<file path="config.mk">
export PLATFORM = sky130hd
export DESIGN_NAME = mem_arbiter
export DESIGN_NICKNAME = d
export VERILOG_FILES = /design/src/rtl/mem_arbiter.sv
export SDC_FILE = /design/constraint.sdc
export NUM_CORES = 1
export LEC_CHECK = 0
export CORE_ASPECT_RATIO = 0.6
export CORE_MARGIN = 2
export CORE_UTILIZATION = 40
export DETAILED_ROUTE_END_ITERATION = 7
export PLACE_DENSITY_LB_ADDON = 0.15
export SYNTH_ARGS = -nofsm -noshare
export SYNTH_HDL_FRONTEND = slang
export SYNTH_SLANG_ARGS = --single-unit
</file>
<file path="constraint.sdc">
create_clock -name clk -period 2.8 [get_ports clk]
set_input_delay 0.56 -clock clk [delete_from_list [all_inputs] [get_ports clk]]
set_output_delay 0.56 -clock clk [all_outputs]
set_load 0.1 [all_outputs]
</file>
<file path="src/rtl/mem_arbiter.sv">
// mem_arbiter: three-requester memory arbiter (vid > cmd/cpu round-robin) with a one-outstanding-access FSM.
// Define MEM_ARBITER_AUTO_REFRESH_EN to add the refresh timer, top-priority refresh and overrun flag.
module mem_arbiter #(
   parameter int REFRESH_INTERVAL = 420
) (
   input  logic        clk,
   input  logic        resetn,
   input  logic        vid_req,
   input  logic [22:0] vid_addr,
   input  logic [1:0]  vid_size,
   output logic        vid_ack,
   output logic        vid_rvalid,
   input  logic        cmd_req,
   input  logic [22:0] cmd_addr,
   input  logic [1:0]  cmd_size,
   input  logic        cmd_wr,
   input  logic [31:0] cmd_din32,
   output logic        cmd_ack,
   output logic        cmd_rvalid,
   input  logic        cpu_req,
   input  logic [22:0] cpu_addr,
   input  logic [1:0]  cpu_size,
   input  logic        cpu_wr,
   input  logic [7:0]  cpu_din8,
   output logic        cpu_ack,
   output logic        cpu_rvalid,
   output logic [31:0] rdata32,
   output logic        mem_read,
   output logic        mem_write,
   output logic        mem_refresh,
   output logic [22:0] mem_addr,
   output logic [1:0]  mem_word_size,
   output logic [7:0]  mem_din8,
   output logic [31:0] mem_din32,
   input  logic [31:0] mem_dout32,
   input  logic        mem_busy,
   output logic        refresh_overrun
);
   typedef enum logic [1:0] {IDLE, ISSUE, WAIT} state_t;
   localparam logic [1:0] SRC_REF = 2'd0, SRC_VID = 2'd1, SRC_CMD = 2'd2, SRC_CPU = 2'd3;

   state_t      state_q, state_d;
   logic [1:0]  src_q, src_d, size_q, size_d;
   logic        wr_q, wr_d, rr_q, rr_d;
   logic [22:0] addr_q, addr_d;
   logic [7:0]  din8_q, din8_d;
   logic [31:0] din32_q, din32_d, rdata_q, rdata_d;
   logic [2:0]  rvalid_q, rvalid_d;
   logic        ref_pend, issue, win_cmd;

   assign issue = state_q == ISSUE;
   // rr_q set means cmd was served last, so cpu wins the next tie
   assign win_cmd = cmd_req & (~cpu_req | ~rr_q);

`ifdef MEM_ARBITER_AUTO_REFRESH_EN
   localparam int CW = $clog2(REFRESH_INTERVAL + 1);
   logic [CW-1:0] cnt_q, cnt_d;
   logic          pend_q, pend_d, ovr_q, ovr_d, wrap, ref_issue;
   assign ref_issue = issue & (src_q == SRC_REF);
   always_comb begin
      wrap   = cnt_q == CW'(REFRESH_INTERVAL - 1);
      cnt_d  = wrap ? '0 : cnt_q + 1'b1;
      pend_d = wrap | (pend_q & ~ref_issue);
      ovr_d  = ovr_q | (wrap & pend_q & ~ref_issue);
   end
   always_ff @(posedge clk or negedge resetn) begin
      if (!resetn) begin
         cnt_q  <= '0;
         pend_q <= 1'b0;
         ovr_q  <= 1'b0;
      end else begin
         cnt_q  <= cnt_d;
         pend_q <= pend_d;
         ovr_q  <= ovr_d;
      end
   end
   assign ref_pend        = pend_q;
   assign refresh_overrun = ovr_q;
   assign mem_refresh     = ref_issue;
`else
   localparam int unused_refresh_interval = REFRESH_INTERVAL;
   assign ref_pend        = 1'b0;
   assign refresh_overrun = 1'b0;
   assign mem_refresh     = 1'b0;
`endif

   always_comb begin
      state_d  = state_q;
      src_d    = src_q;
      wr_d     = wr_q;
      rr_d     = rr_q;
      addr_d   = addr_q;
      size_d   = size_q;
      din8_d   = din8_q;
      din32_d  = din32_q;
      rdata_d  = rdata_q;
      rvalid_d = 3'b000;
      case (state_q)
         IDLE: if (!mem_busy && (ref_pend || vid_req || cmd_req || cpu_req)) begin
            state_d = ISSUE;
            src_d   = ref_pend ? SRC_REF : vid_req ? SRC_VID : win_cmd ? SRC_CMD : SRC_CPU;
            wr_d    = (src_d == SRC_CMD && cmd_wr) || (src_d == SRC_CPU && cpu_wr);
            addr_d  = src_d == SRC_VID ? vid_addr : src_d == SRC_CMD ? cmd_addr :
                      src_d == SRC_CPU ? cpu_addr : '0;
            size_d  = src_d == SRC_VID ? vid_size : src_d == SRC_CMD ? cmd_size :
                      src_d == SRC_CPU ? cpu_size : '0;
            din8_d  = (src_d == SRC_CPU && cpu_wr) ? cpu_din8 : '0;
            din32_d = (src_d == SRC_CMD && cmd_wr) ? cmd_din32 : '0;
            rr_d    = src_d == SRC_CMD ? 1'b1 : src_d == SRC_CPU ? 1'b0 : rr_q;
         end
         ISSUE: state_d = WAIT;
         WAIT: if (!mem_busy) begin
            state_d = IDLE;
            if (!wr_q && src_q != SRC_REF) begin
               rdata_d  = mem_dout32;
               rvalid_d = {src_q == SRC_VID, src_q == SRC_CMD, src_q == SRC_CPU};
            end
         end
         default: state_d = IDLE;
      endcase
   end

   always_ff @(posedge clk or negedge resetn) begin
      if (!resetn) begin
         state_q  <= IDLE;
         src_q    <= SRC_REF;
         wr_q     <= 1'b0;
         rr_q     <= 1'b0;
         addr_q   <= '0;
         size_q   <= '0;
         din8_q   <= '0;
         din32_q  <= '0;
         rdata_q  <= '0;
         rvalid_q <= '0;
      end else begin
         state_q  <= state_d;
         src_q    <= src_d;
         wr_q     <= wr_d;
         rr_q     <= rr_d;
         addr_q   <= addr_d;
         size_q   <= size_d;
         din8_q   <= din8_d;
         din32_q  <= din32_d;
         rdata_q  <= rdata_d;
         rvalid_q <= rvalid_d;
      end
   end

   assign mem_read      = issue & ~wr_q & (src_q != SRC_REF);
   assign mem_write     = issue & wr_q;
   assign mem_addr      = addr_q;
   assign mem_word_size = size_q;
   assign mem_din8      = din8_q;
   assign mem_din32     = din32_q;
   assign vid_ack       = issue & (src_q == SRC_VID);
   assign cmd_ack       = issue & (src_q == SRC_CMD);
   assign cpu_ack       = issue & (src_q == SRC_CPU);
   assign vid_rvalid    = rvalid_q[2];
   assign cmd_rvalid    = rvalid_q[1];
   assign cpu_rvalid    = rvalid_q[0];
   assign rdata32       = rdata_q;
endmodule

</file>
==> reports/qor.yml, run 1 <==
postRouteAntennaNets: 0
dp_slack_ps: 419
power_density_nw_per_um2: 1260
grt_usage: 0.221
worst_slew_pin_slew_ps: 708
postSynthAreaPerCell_um2: 11.9
rsz0062_at_grt: "no"
rrSetupSlack_ps: 1080
pwr-share-seq: 0.245
antenna_cells: 0
power.total_uw: 9780
cts_buffers: 9
ctsHoldBuffers: 0
setup_viol: 0
htreeDepth: 3
yosys_register_bits: 106
power.share.combinational: 0.632
insertion_delay_ps: 340
drv_cap: 0
synth.distinct_cells: 32
synth_top_area_share: 0.531
syn2layout_area_growth_pct: 55.4
synth_edf_count: 0
max_freq_mhz: 474
dieHeight_um: 90.6
outcome: "complete, no violations"
synth.area.top_cells: "dfrtp_1, mux2_4, mux2_2, and3_1, nand3_1"
final_cells: 833
p_sw_frac: 0.574
post_cts_resized: 0
io_pins: 262
r2r_end: "rdata32[2]"
pwr-share-clk: 0.122
tritoncts: "done"
relSlewSlack: 0.528
nets: 818
routedWlPerCell_um: 17.9
power.switching_uw: 5610
grt_pass1_vias: 4335
crit_type: "reg2out"
grt_max_degree: 60
drv_slew: 0
reg2reg_from: "src_q[0]"
finalClockSkew_ps: 4.55
clk_pin_slew_ps: 70
synth-warning-count: 0
critPathArrivalTime_ps: 1550
die_area_um2: 13400
drt_iter0_drc: 154
syn-cell-area_um2: 5000
crit_fanout: 6
tns_ps: 0
vias: 4310
start_util: 0.412
crit_path_end_kind: "output pin"
wl_mm: 14.9
cp_data_required_time_ps: 2240
cts_setup_buffers: 0
cts.sink_count: 106
die_width_um: 148
synth_ff_type: "dfrtp_1"
cellLeakagePower_uw: 0.00361
yosysSeqAreaShare: 0.531
nFillCells: 962
fin_ws_ps: 688
cts-root-buf: "clkbuf_16"
vias_per_cell: 5.17
period_share: 0.754
dp_cells: 817
rows: 31
gp_congestion: 0.777
grt_pass1_wl_mm: 23.4
io_buffers: 259
hold_class: "in2async"
grt-ovfl-total: 0
yosysTopAreaCell: "dfrtp_1"
hpwl_mm: 11.0
hold_viol_final: 0
drive_gt1_frac: 0.320
post-synth-top-count-cell: "dfrtp_1"
drtPass1Iterations: 4
coreArea_um2: 12100
startpoint_type: "flip-flop"
synthTopCellsByCount: "dfrtp_1, nand3_1, mux2_4"
p_int_uw: 4170
cts_max_path_buffers: 2
synthCells: 420
max-vdd-ir-drop_mv: 0.714
remaining_drc_errors: 0
period_needed_ps: 2110
antenna_found_initial: 0
async_reset_ff_frac: 1.00
r2r.worst_path.cells: 4
cells in the final DEF (no fill, tap or decap), types with 2 or more instances in the layout:
cell type	n
a21oi_1	28
mux2_2	32
clkdlybuf4s50_1	153
buf_4	114
nand3_1	50
a31oi_1	2
clkbuf_16	9
clkinvlp_4	2
mux2_4	41
dfrtp_1	106
inv_1	3
nor2_1	5
nand2_1	28
nand2b_1	3
and3_1	40
buf_12	4
conb_1	2
nor4_1	2
a41oi_1	25
critical path: stages (launching register included):
cell and delay, ps:
dfrtp_1 460, o21bai_1 400, nor2_1 100, buf_4 250
worst max path at each step:
| stage | startpoint | to | slack, ps | cells after the start |
|---|---|---|---|---|
| 3_5_place_dp | vid_req | mem_addr[15] | 420 | 6 |
| 6_report | src_q[0] | mem_read | 690 | 3 |
| 4_1_cts | src_q[0] | mem_read | 680 | 3 |
| 2_1_floorplan | wr_q | mem_read | 350 | 2 |
| 5_1_grt | src_q[0] | mem_read | 570 | 3 |
| 3_3_place_gp | cpu_req | mem_din32[17] | 470 | 5 |
sequential cells by signal, summed over array words and instances (netlist names), 2 cells and up:
signal	flops
state_q	2
rvalid_q	3
src_q	2
mem_din32	32
mem_din8	8
mem_addr	23
rdata32	32
mem_word_size	2
cell type report:
type | instances | area (µm²) | share of cell area
Tap cell | 165 | 206 | 0.0266
Clock inverter | 6 | 48.8 | 0.00628
Inverter | 4 | 15.0 | 0.00193
Clock buffer | 10 | 239 | 0.0308
Multi-Input combinational cell | 271 | 2140 | 0.275
Sequential cell | 106 | 2650 | 0.342
Timing Repair Buffer | 271 | 2470 | 0.318
metal layers:
layer	global-route usage	up-vias	wire, µm
li1	-	2005	-
met1	0.307	2073	6460
met2	0.339	200	6920
met3	0.0596	32	1160
met4	0.0706	0	382
met5	0	-	0
power groups by stage:
stage,combinational [µW],clock (µW),sequential (µW)
2_1_floorplan,1180,0,6010
3_3_place_gp,6160,0,2400
3_5_place_dp,6220,0,2420
4_1_cts,6220,1230,2400
5_1_grt,6380,1290,2480
6_report,6190,1200,2400
cell families after synthesis:
| kind of cell | count (synthesis) | synth area share |
|---|---|---|
| other | 1 | 0.000751 |
| muxes | 73 | 0.195 |
| and+or+nand+nor | 136 | 0.144 |
| AOI/OAI and AO/OA | 60 | 0.0819 |
| DFF | 106 | 0.531 |
| buffers and inverters | 44 | 0.0473 |
stage by stage:
step / instance area (µm²) / hold slack, ps / utilization
finish: 7770 / 222 / 0.640
global route: 7770 / 269 / 0.640
global placement: 7480 / 490 / 0.616
floorplan: 5000 / 264 / -
CTS: 7770 / 242 / 0.640
detailed placement: 7480 / 497 / 0.616
Power figures use the tool's default switching activity.
==> run 2, diff against run 1 <==
Clock period 2.8 ns to 2.1 ns, I/O delays scaled along.
==> reports/qor.yml, run 2 (same netlist as run 1, synthesis figures left out) <==
ctsHoldBuffers: 1  # +1
grt_pass1_wl_mm: 24.0  # +2.7%
tritoncts: "done"
crit_fanout: 6  # unchanged
tns_ps: 0  # unchanged
remaining_drc_errors: 0  # unchanged
final_common_cell: "clkdlybuf4s50_1"
gp_congestion: 0.811  # +4.4%
drtPass1Iterations: 5  # +1
hpwl_mm: 11.3  # +3.0%
nets: 825  # +0.86%
path_cells: "nand2b_1 -> nor3b_2 -> buf_12"
crit_type: "reg2out"
rsz0062_at_grt: "no"
hold_viol_final: 0  # unchanged
coreArea_um2: 12100  # unchanged
cts_buffers: 9  # unchanged
grt_usage: 0.228  # +0.00680
layout_common_cells: "clkdlybuf4s50_1, buf_4, dfrtp_1, nand3_1, mux2_4"
startpoint_type: "flip-flop"
grt_pass1_vias: 4453  # +2.7%
die_area_um2: 13400  # unchanged
grt_max_degree: 58  # -3.3%
antenna_found_initial: 0  # unchanged
cellLeakagePower_uw: 0.00368  # +1.9%
htreeDepth: 3  # unchanged
vias_per_cell: 5.21  # +0.63%
drt_iter0_drc: 155  # +0.65%
cp_data_required_time_ps: 1680  # -560 ps
crit_path_end_kind: "output pin"
finalClockSkew_ps: 5.21  # +0.663 ps
wl_mm: 15.4  # +3.2%
cts-root-buf: "clkbuf_16"
cts_setup_buffers: 0  # unchanged
critPathArrivalTime_ps: 1520  # -30 ps
io_buffers: 259  # unchanged
worst_slew_pin_slew_ps: 724  # +15.9 ps
vias: 4358  # +1.1%
power_density_nw_per_um2: 1680  # +33%
cts_max_path_buffers: 2  # unchanged
drv_cap: 0  # unchanged
post_cts_resized: 0  # unchanged
drv_slew: 0  # unchanged
multi_input_area_um2: 2140  # unchanged
max-vdd-ir-drop_mv: 0.818  # +15%
outcome: "complete, no violations"
grt-ovfl-total: 0  # unchanged
cts.sink_count: 106  # unchanged
max_freq_mhz: 517
postRouteAntennaNets: 0  # unchanged
die_width_um: 148  # unchanged
clk_pin_slew_ps: 70  # about the same
io_pins: 262  # unchanged
routedWlPerCell_um: 18.4  # +2.7%
period_needed_ps: 1940
antenna_cells: 0  # unchanged
setup_viol: 0  # unchanged
start_util: 0.412  # unchanged
slowest_delay_ps: 400  # -60 ps
period_share: 0.921
power.total_uw: 13300  # +36%
hold_class: "reg2reg"
insertion_delay_ps: 340  # about the same
layout.area.seq_um2: 2650  # unchanged
relSlewSlack: 0.517  # -0.0106
dieHeight_um: 90.6  # unchanged
nFillCells: 940  # -2.3%
drive_gt1_frac: 0.323  # +0.00256
crit_slowest_cell: "dfrtp_1"
rows: 31  # unchanged
hold_slack_ps: 512  # +290 ps
syn2layout_area_growth_pct: 58.9
-- run 2: cell count changes in the layout (fill, tap and decap cells not counted), sizes merged --
cell	delta
clkbuf	-1
bufinv	+2
buf	+6
dlygate4sd3	+1
clkinvlp	-2
clkinv	-2
-- run 2: worst max-delay path: cells and delay by family, from the launching register on --
kind | cells | cell delay [ps]
DFF | 1 | 400
buffers and inverters | 1 | 210
and+or+nand+nor | 2 | 560
-- run 2: worst paths after layout --
kind                       startpoint       endpoint  slack, ps  cells past startpoint
max                        state_q[1]        cmd_ack        160                      3
min                        rdata32[7]     rdata32[7]        510                      1
max reg2reg                state_q[1]    mem_din8[4]        440                      4
min reg2reg                rdata32[7]     rdata32[7]        510                      1
max in group asynchronous      resetn  mem_din32[18]        910                      3
min in group asynchronous      resetn     rdata32[7]        530                      2
-- run 2: power breakdown --
part | internal [µW] | switching [µW]
Sequential | 2760 | 450
Clock | 1030 | 735
Combinational | 2050 | 6310
-- run 2: layout make-up --
class                      instances  area share
tap                              165      0.0260
sequential                       106       0.334
clock inverter                     4     0.00977
multi-input combinational        271       0.269
timing repair buffer             278       0.330
clock buffer                       9      0.0284
inverter                           4     0.00189
-- run 2: stage by stage --
step / area (µm²) / utilization / std cells / setup slack (ps)
detailed placement: 7620 / 0.628 / 823 / -25.3
finish: 7940 / 0.654 / 837 / 165
floorplan: 5010 / - / 421 / -200
global placement: 7620 / 0.628 / 823 / -3.52
global route: 7940 / 0.654 / 837 / 58.2
CTS: 7940 / 0.654 / 837 / 152
-- run 2: metal layers --
metal | vias to the layer above | track usage | routed length, µm
met5 | - | 0 | 0
met4 | 0 | 0.0730 | 343
met3 | 26 | 0.0646 | 1230
met2 | 221 | 0.350 | 6900
met1 | 2099 | 0.313 | 6930
li1 | 2012 | - | -
==> run 3, diff against run 2 <==
Settings changed: CORE_ASPECT_RATIO 0.6 to 1.2, TNS_END_PERCENT set to 5.
Clock period 2.1 ns to 2.2 ns, I/O delays scaled along.
==> reports/qor.yml, run 3 (same netlist as run 1, synthesis figures left out) <==
cp_num_buf_inv: 1  # unchanged
remaining_drc_errors: 0  # unchanged
coreArea_um2: 12200  # +0.22%
power_density_nw_per_um2: 1600  # -4.9%
finalClockSkew_ps: 5.61  # +0.406 ps
grt-ovfl-total: 0  # unchanged
dp_slack_ps: 45.7  # +71.0 ps
nets: 827  # +0.24%
cts_max_path_buffers: 2  # unchanged
place_area_um2: 7660  # +0.43%
setup_viol: 0  # unchanged
crit_slowest_cell: "dfrtp_1"
post_cts_resized: 0  # unchanged
dieHeight_um: 126  # +40%
vias: 4365  # +0.16%
max_freq_mhz: 518
layout_common_cells: "clkdlybuf4s50_1, buf_4, dfrtp_1, nand3_1, mux2_4"
hpwl_mm: 10.7  # -5.3%
hold_class: "in2async"
outcome: "complete, no violations"
start_util: 0.411  # -0.000889
gr-usage-met2: 0.366  # +0.0155
drive_gt1_frac: 0.329  # +0.00648
relSlewSlack: 0.520  # +0.00285
postRouteAntennaNets: 0  # unchanged
slowest_delay_ps: 440  # +40 ps
grt-busiest-layer: "met2"
r2r.worst_path.cells: 4  # unchanged
path_cells: "o21bai_1 -> nor2_2 -> buf_12"
tritoncts: "done"
worst_slew_pin_slew_ps: 720  # -4.28 ps
critPathArrivalTime_ps: 1490  # -30 ps
syn2layout_area_growth_pct: 59.6
cts.sink_count: 106  # unchanged
hold_viol_final: 0  # unchanged
io_buffers: 259  # unchanged
crit_path_end_kind: "output pin"
antenna_found_initial: 0  # unchanged
fin_ws_ps: 268  # +103 ps
cts-root-buf: "clkbuf_16"
rows: 44  # +42%
wl_mm: 14.4  # -6.5%
startpoint_type: "flip-flop"
hold_slack_ps: 73.9  # -438 ps
rsz0062_at_grt: "no"
final_design_area_no_fill_um2: 7980  # +0.49%
antenna_cells: 0  # unchanged
nFillCells: 963  # +2.4%
cp_data_required_time_ps: 1760  # +80 ps
r2r_end: "rdata32[2]"
routedWlPerCell_um: 17.2  # -6.6%
rrSetupSlack_ps: 570  # +130 ps
ctsHoldBuffers: 0  # -1
drtPass1Iterations: 8  # +3
vias_per_cell: 5.21  # about the same
drv_cap: 0  # unchanged
crit_type: "reg2out"
grt_pass1_wl_mm: 22.7  # -5.4%
insertion_delay_ps: 330  # about the same
cts_buffers: 9  # unchanged
cts_setup_buffers: 0  # unchanged
grt_max_degree: 48  # -17%
die_width_um: 106  # -29%
cp_top_family: "flip-flops"
period_share: 0.878
clk_pin_slew_ps: 70  # about the same
grt.met3_usage: 0.0406  # -0.0241
final_common_cell: "clkdlybuf4s50_1"
htreeDepth: 3  # unchanged
crit_fanout: 6  # unchanged
cellLeakagePower_uw: 0.00370  # +0.53%
io_pins: 262  # unchanged
met1_usage: 0.264  # -0.0492
period_needed_ps: 1930
gp_congestion: 0.782  # -3.6%
drt_iter0_drc: 212  # +37%
reg2reg_from: "wr_q"
max-vdd-ir-drop_mv: 1.27  # +55%
drv_slew: 0  # unchanged
die_area_um2: 13400  # -0.19%
grt_usage: 0.212  # -0.0158
grt_pass1_vias: 4465  # +0.27%
run 3: cell types whose count changed in the layout (fill, tap and decap cells not counted), sizes merged:
| cell | before | now |
|---|---|---|
| inv | 5 | 4 |
| clkinv | 1 | 3 |
| clkinvlp | 0 | 1 |
| dlygate4sd3 | 1 | 0 |
| clkbuf | 9 | 10 |
| buf | 124 | 127 |
run 3: metal layers:
| metal | wire length (µm) | part of all wire | vias to the layer above |
|---|---|---|---|
| met3 | 1050 | 0.073 | 22 |
| met5 | 0 | 0 | - |
| met2 | 7180 | 0.50 | 221 |
| met1 | 5820 | 0.40 | 2093 |
| li1 | - | - | 2029 |
| met4 | 356 | 0.025 | 0 |
run 3: worst max-delay path by stage:
stage / startpoint / endpoint / slack, ps / cells after the start
after floorplan: state_q[1] / vid_ack / -120 / 2
after global placement: cpu_req / mem_din8[5] / 80 / 5
after detailed placement: cpu_req / mem_din32[11] / 50 / 5
after CTS: src_q[0] / mem_read / 240 / 3
after global routing: src_q[0] / mem_read / 160 / 3
final: src_q[0] / mem_read / 270 / 3
run 3: layout make-up:
type | instances | area, µm² | share of cell area
clock buffers | 10 | 229 | 0.0287
clock inverters | 6 | 90.1 | 0.0113
inverters | 4 | 15.0 | 0.00188
multi-input cells | 271 | 2140 | 0.268
flip-flops and latches | 106 | 2650 | 0.333
well taps | 161 | 201 | 0.0253
repair buffers | 280 | 2650 | 0.332
run 3: stage by stage:
step	setup TNS [ps]	std cells	util	total power, µW
floorplan	-418	421	-	9150
global placement	0	822	0.629	11000
detailed placement	0	822	0.629	11100
CTS	0	838	0.655	12800
global route	0	838	0.655	13200
finish	0	838	0.655	12700
run 3: worst register-to-register path: stages (launching register included):
cell      delay (ps)
dfrtp_1          400
o21bai_1         260
nor3_4           250
buf_12           230
mux2_2           370
run 3: report_power, final:
part / internal (µW) / total [µW] / switching, µW
clock network: 1000 / 1700 / 695
registers: 2630 / 3050 / 420
logic: 1990 / 8000 / 6010
total: 5620 / 12700 / 7120
